## src/rtl/lsu_pkg.sv

```systemverilog
// Shared encodings and lane helpers for the load/store unit bus master.
package lsu_pkg;

   localparam logic [1:0] SZ_B = 2'd0;
   localparam logic [1:0] SZ_H = 2'd1;
   localparam logic [1:0] SZ_W = 2'd2;

   typedef enum logic [2:0] {
      ST_IDLE,
      ST_RD_ADDR,
      ST_RD_DATA,
      ST_WR_REQ,
      ST_WR_RESP,
      ST_DONE
   } lsu_state_e;

   // Byte-enable pattern for a store of the given size at byte offset off.
   function automatic logic [3:0] wstrb_gen(input logic [1:0] size, input logic [1:0] off);
      logic [3:0] strb;
      case (size)
         SZ_B:    strb = 4'b0001 << off;
         SZ_H:    strb = 4'b0011 << off;
         default: strb = 4'b1111;
      endcase
      return strb;
   endfunction

   // Size 3 is reserved and is rejected the same way as a misaligned access.
   function automatic logic is_misaligned(input logic [1:0] size, input logic [1:0] off);
      logic mis;
      case (size)
         SZ_B:    mis = 1'b0;
         SZ_H:    mis = off[0];
         SZ_W:    mis = (off != 2'b00);
         default: mis = 1'b1;
      endcase
      return mis;
   endfunction

endpackage

```

## src/rtl/lsu_axi_master_lane_align.sv

```systemverilog
// Byte-lane steering for stores and lane extraction/extension for loads.
module lsu_lane_align
   import lsu_pkg::*;
(
   input  logic [1:0]  off,
   input  logic [1:0]  size,
   input  logic        is_unsigned,
   input  logic [31:0] st_data,
   output logic [31:0] st_wdata,
   output logic [3:0]  st_wstrb,
   input  logic [31:0] ld_raw,
   output logic [31:0] ld_data
);

   logic [31:0] ld_shift;

   assign st_wdata = st_data << {off, 3'b000};
   assign st_wstrb = wstrb_gen(size, off);
   assign ld_shift = ld_raw >> {off, 3'b000};

   // Pick the addressed lane and sign- or zero-extend it to 32 bits.
   always_comb begin
      ld_data = ld_shift;
      case (size)
         SZ_B:    ld_data = {{24{ld_shift[7] & ~is_unsigned}}, ld_shift[7:0]};
         SZ_H:    ld_data = {{16{ld_shift[15] & ~is_unsigned}}, ld_shift[15:0]};
         default: ld_data = ld_shift;
      endcase
   end

endmodule

```

## src/rtl/lsu_axi_master.sv

```systemverilog
// Load/store unit master: one core request at a time onto a single-beat AXI-lite slave.
//
// state      | meaning
// -----------+-----------------------------------------------------------
// ST_IDLE    | ready for a request; misaligned requests go straight to DONE
// ST_RD_ADDR | arvalid held until arready
// ST_RD_DATA | rready high, waiting for rvalid
// ST_WR_REQ  | awvalid/wvalid each held until their own handshake
// ST_WR_RESP | both address and data accepted, waiting for bvalid
// ST_DONE    | one-cycle response pulse to the core
module lsu_axi_master
   import lsu_pkg::*;
#(
   parameter int ADDR_W = 32,
   parameter int DATA_W = 32
) (
   input  logic              clk,
   input  logic              rst_n,
   input  logic              req_valid,
   output logic              req_ready,
   input  logic              req_wen,
   input  logic [ADDR_W-1:0] req_addr,
   input  logic [DATA_W-1:0] req_wdata,
   input  logic [1:0]        req_size,
   input  logic              req_unsigned,
   output logic              resp_valid,
   output logic [DATA_W-1:0] resp_rdata,
   output logic              resp_err,
   output logic [ADDR_W-1:0] araddr,
   output logic              arvalid,
   input  logic              arready,
   input  logic [DATA_W-1:0] rdata,
   input  logic              rresp,
   input  logic              rvalid,
   output logic              rready,
   output logic [ADDR_W-1:0] awaddr,
   output logic              awvalid,
   input  logic              awready,
   output logic [DATA_W-1:0] wdata,
   output logic [3:0]        wstrb,
   output logic              wvalid,
   input  logic              wready,
   input  logic              bresp,
   input  logic              bvalid,
   output logic              bready
);

   lsu_state_e        state_q, state_d;
   logic [ADDR_W-1:0] addr_q, addr_d;
   logic [DATA_W-1:0] wdata_q, wdata_d;
   logic [1:0]        size_q, size_d;
   logic              uns_q, uns_d;
   logic              aw_done_q, aw_done_d;
   logic              w_done_q, w_done_d;
   logic              b_done_q, b_done_d;
   logic              err_q, err_d;
   logic [DATA_W-1:0] rdata_q, rdata_d;

   logic [DATA_W-1:0] ld_data;
   logic              aw_now, w_now, b_now;

   lsu_lane_align u_align (
      .off         (addr_q[1:0]),
      .size        (size_q),
      .is_unsigned (uns_q),
      .st_data     (wdata_q),
      .st_wdata    (wdata),
      .st_wstrb    (wstrb),
      .ld_raw      (rdata),
      .ld_data     (ld_data)
   );

   assign req_ready  = (state_q == ST_IDLE);
   assign arvalid    = (state_q == ST_RD_ADDR);
   assign rready     = (state_q == ST_RD_DATA);
   assign awvalid    = (state_q == ST_WR_REQ) && !aw_done_q;
   assign wvalid     = (state_q == ST_WR_REQ) && !w_done_q;
   assign bready     = (state_q == ST_WR_REQ) || (state_q == ST_WR_RESP);
   assign araddr     = {addr_q[ADDR_W-1:2], 2'b00};
   assign awaddr     = {addr_q[ADDR_W-1:2], 2'b00};
   assign resp_valid = (state_q == ST_DONE);
   assign resp_rdata = rdata_q;
   assign resp_err   = err_q;

   // Handshake progress this cycle, folding in what was already completed.
   assign aw_now = aw_done_q || awready;
   assign w_now  = w_done_q || wready;
   assign b_now  = b_done_q || bvalid;

   // Next-state and register updates for the request sequencer.
   always_comb begin
      state_d   = state_q;
      addr_d    = addr_q;
      wdata_d   = wdata_q;
      size_d    = size_q;
      uns_d     = uns_q;
      aw_done_d = aw_done_q;
      w_done_d  = w_done_q;
      b_done_d  = b_done_q;
      err_d     = err_q;
      rdata_d   = rdata_q;
      case (state_q)
         ST_IDLE: begin
            if (req_valid) begin
               addr_d    = req_addr;
               wdata_d   = req_wdata;
               size_d    = req_size;
               uns_d     = req_unsigned;
               aw_done_d = 1'b0;
               w_done_d  = 1'b0;
               b_done_d  = 1'b0;
               err_d     = 1'b0;
               rdata_d   = '0;
               if (is_misaligned(req_size, req_addr[1:0])) begin
                  err_d   = 1'b1;
                  state_d = ST_DONE;
               end else if (req_wen) begin
                  state_d = ST_WR_REQ;
               end else begin
                  state_d = ST_RD_ADDR;
               end
            end
         end
         ST_RD_ADDR: begin
            if (arready) state_d = ST_RD_DATA;
         end
         ST_RD_DATA: begin
            if (rvalid) begin
               err_d   = rresp;
               rdata_d = rresp ? '0 : ld_data;
               state_d = ST_DONE;
            end
         end
         ST_WR_REQ: begin
            aw_done_d = aw_now;
            w_done_d  = w_now;
            if (bvalid && !b_done_q) begin
               b_done_d = 1'b1;
               err_d    = bresp;
            end
            // Stay here while either channel still owes a handshake so its valid stays up.
            if (aw_now && w_now && b_now) state_d = ST_DONE;
            else if (aw_now && w_now)     state_d = ST_WR_RESP;
         end
         ST_WR_RESP: begin
            if (bvalid) begin
               b_done_d = 1'b1;
               err_d    = bresp;
               state_d  = ST_DONE;
            end
         end
         ST_DONE: state_d = ST_IDLE;
         default: state_d = ST_IDLE;
      endcase
   end

   // State and request registers; reset drops any in-flight request.
   always_ff @(posedge clk or negedge rst_n) begin
      if (!rst_n) begin
         state_q   <= ST_IDLE;
         addr_q    <= '0;
         wdata_q   <= '0;
         size_q    <= '0;
         uns_q     <= 1'b0;
         aw_done_q <= 1'b0;
         w_done_q  <= 1'b0;
         b_done_q  <= 1'b0;
         err_q     <= 1'b0;
         rdata_q   <= '0;
      end else begin
         state_q   <= state_d;
         addr_q    <= addr_d;
         wdata_q   <= wdata_d;
         size_q    <= size_d;
         uns_q     <= uns_d;
         aw_done_q <= aw_done_d;
         w_done_q  <= w_done_d;
         b_done_q  <= b_done_d;
         err_q     <= err_d;
         rdata_q   <= rdata_d;
      end
   end

endmodule

```

## config.mk

```make
export PLATFORM = sky130hd
export DESIGN_NAME = lsu_axi_master
export DESIGN_NICKNAME = d
export VERILOG_FILES = /design/src/rtl/lsu_pkg.sv /design/src/rtl/lsu_axi_master_lane_align.sv /design/src/rtl/lsu_axi_master.sv
export SDC_FILE = /design/constraint.sdc
export NUM_CORES = 1
export LEC_CHECK = 0
export BUFFER_PORTS_ARGS = -buffer_cell sky130_fd_sc_hd__buf_4
export CORE_MARGIN = 3
export CORE_UTILIZATION = 40
export DETAILED_ROUTE_END_ITERATION = 7
export GPL_TIMING_DRIVEN = 1
export PLACE_DENSITY_LB_ADDON = 0.15
export SYNTH_ARGS = -nofsm -noshare
export SYNTH_HDL_FRONTEND = slang
export SYNTH_SLANG_ARGS = --single-unit
```

## constraint.sdc

```tcl
create_clock -name clk -period 3.81 [get_ports clk]
set_clock_uncertainty 0.2 [all_clocks]
set_input_delay 0.762 -clock clk [delete_from_list [all_inputs] [get_ports clk]]
set_output_delay 0.762 -clock clk [all_outputs]
set_load 0.05 [all_outputs]
```

==> results_dict.tcl <==
set metrics [dict create \
    core_region_area_sq_mm 0.01399 \
    grt_first_pass_wirelength_mm 24.70 \
    track_usage_pct 19.19 \
    first_pass_iters 4 \
    cts_tree "done" \
    via_per_inst 5.206 \
    syn-cell-area_sq_mm 0.005778 \
    clk_path_buf_depth 2 \
    drc 0 \
    reg2reg_depth 4 \
    rr_endpoint "resp_rdata[19]$_DFFE_PN0P_" \
    rows 43 \
    die_w_microns 126.2 \
    vias 4602 \
    cp-end-kind "primary output" \
    yosysWarnings 0 \
    antenna_found_initial 0 \
    path_delay_family "simple AND/OR/NAND/NOR gates" \
    clk_pin_slew_ps 70 \
    die_height_microns 126.2 \
    rr_startpoint "addr_q[0]$_DFFE_PN0P_" \
    diodes 0 \
    area_delta_synth_final_pct 32.42 \
    fin_nets 810 \
    ctsRootBufferMaster "clkbuf_16" \
    status "finished, final reports clean" \
    h-tree-depth 3 \
    whs_path_depth 2 \
    worstSetupStartpointType "flip-flop" \
    slew_headroom_pct 37.06 \
    fin_crit_sh_pct 85.15 \
    critPathMaxStageDelay_ps 760 \
    rsz0062_at_grt "false" \
    drtAntennaViolNets 0 \
    slew_viol_final 0 \
    die_area_sq_mm 0.01592 \
    setup_violations 0 \
    finalWeightedCongestion 0.8303 \
    grt_max_degree 72 \
    max_freq_mhz 308.2 \
    finalHoldViolations 0 \
    initial_core_util_pct 41.31 \
    cap_viol_max_count 0 \
    rrSetupSlack_ps 1100 \
    drive_gt1_share_pct 50.43 \
    tightest_slew_ps 944.2 \
    cp.buffers_inverters 1 \
    cts.sinks 106 \
    cts_resized 0 \
    synthCells 532 \
    ys_seq_area_share_pct 45.91 \
    critPathSlowestCell "nor2b_2" \
    tns_ps 0 \
    required_ps 2850 \
    overflow 0 \
    cp.arrival_ps 2280 \
    buffer_ports.inserted 245 \
    synth-seq-cells 106 \
    boundaryPins 250 \
    synth_flop_cell "dfrtp_1" \
    path_max_fanout 45 \
    grt_pass1_vias 4676 \
    drt-wirelength-per-cell_microns 17.64 \
    synth.distinct_cells 40 \
    ctsHoldBuffers 0 \
    async_reset_ff_share_pct 100.0 \
    worstSetupPathType "reg2out" \
    place_hpwl_mm 11.55 \
    min_path_type "reg2reg" \
    wl_mm 15.59 \
    hold_start "resp_rdata[1]$_DFFE_PN0P_" \
    synth_edf_count 0 \
    post-cts-setup-buffer-count 0 \
    crit_chain "nor2b_2 > nand2_1 > o21ai_0 > buf_4" \
    period_minus_slack_ps 3244 \
    clk_latency_ps 340 \
    min_to "resp_rdata[1]$_DFFE_PN0P_" \
    drt_iter0_drc 310 \
    cts_buffers 9 \
    avgSynthCellArea_sq_um 10.86 \
]
[layer usage]
| layer | vias to the layer above | GRT usage (%) | routed length [microns] |
|---|---|---|---|
| met4 | 0 | 6.057 | 229 |
| met2 | 188 | 32.18 | 7775 |
| li1 | 2170 | - | - |
| met1 | 2227 | 24.21 | 6324 |
| met3 | 17 | 5.174 | 1261 |
| met5 | - | 0 | 0 |
[area by class of cell]
type                       instances  area [sq um]
sequential                       106          2658
multi-input combinational        326          2491
clock buffer                      10         239.0
inverter                           5         18.77
tap                              180         225.2
timing repair buffer             252          1917
fill                            1225          6337
clock inverter                     5         102.6
[synth_stat cells (2+ instances only)]
cell	number	area share, %
and2_1	8	0.87
a221o_1	16	2.8
nand2_1	32	2.1
o22ai_1	3	0.32
buf_6	2	0.39
o211ai_1	3	0.39
mux2i_1	33	5.7
nor2_1	26	1.7
mux4_2	2	0.78
nor3b_1	2	0.26
nor2b_1	12	1.3
or2_2	2	0.22
a21oi_1	29	2.5
inv_1	5	0.32
buf_2	9	0.78
o22a_1	2	0.30
nor3_1	6	0.52
o21ai_0	35	3.0
mux2_2	77	15
buf_1	2	0.13
a211oi_1	8	1.0
clkbuf_1	21	1.4
dfrtp_1	106	46
o2bb2ai_1	8	1.2
buf_4	64	8.3
nand2b_1	5	0.54
[metrics by stage]
| step | util [%] | cell area (sq um) | instances | worst slack (ps) | hold slack, ps |
|---|---|---|---|---|---|
| after detailed placement | 52.25 | 7310 | 869 | 909.4 | 272.8 |
| after global routing | 54.70 | 7651 | 884 | 394.8 | 305.2 |
| after global placement | 52.25 | 7310 | 869 | 982.9 | 272.8 |
| after floorplan | - | 5789 | 535 | 605.2 | 266.4 |
| final | 54.70 | 7651 | 884 | 565.7 | 280.1 |
| after CTS | 54.70 | 7651 | 884 | 522.7 | 288.4 |
[worst register-to-register path: cells and delay by family (launching register included)]
| family | cells | cell delay (ps) |
|---|---|---|
| mux | 2 | 720 |
| simple gates | 1 | 730 |
| flops | 1 | 780 |
| compound gates | 1 | 220 |
[logic make-up after synthesis]
family / count (synthesis) / share of synthesized area (%)
multiplexers: 112 / 21.50
AO/OA/AOI/OAI: 111 / 12.58
flip-flops: 106 / 45.91
buffers and inverters: 103 / 11.30
AND/OR/NAND/NOR: 99 / 8.640
other: 1 / 0.06490
[sequential cells by signal (all words and copies together), names as in the netlist]
name        count
aw_done_q       1
uns_q           1
resp_err        1
wdata_q        32
resp_rdata     32
addr_q         32
b_done_q        1
w_done_q        1
state_q         3
size_q          2
[worst max-delay path by stage]
stage,cells past startpoint,endpoint,start,slack (ps)
after floorplan,5,wdata[17],addr_q[0]$_DFFE_PN0P_,610
after global placement,4,wdata[17],addr_q[0]$_DFFE_PN0P_,980
after detailed placement,4,wdata[19],addr_q[0]$_DFFE_PN0P_,910
after CTS,4,wdata[19],addr_q[0]$_DFFE_PN0P_,520
after global routing,4,wdata[18],addr_q[0]$_DFFE_PN0P_,390
final,4,wdata[18],addr_q[0]$_DFFE_PN0P_,570
[cells in the final DEF, fill, tap and decap left out, drive strengths merged, types with 10 or more instances in the layout]
master / count
buf: 252
dfrtp: 106
mux2: 77
o21ai: 35
mux2i: 33
nand2: 32
a21oi: 29
nor2: 26
a221o: 16
nor2b: 12
clkbuf: 10
Power is left out: the tool's default activity adds up to more than one toggle a clock period on the data nets, which glitch-free logic cannot reach.
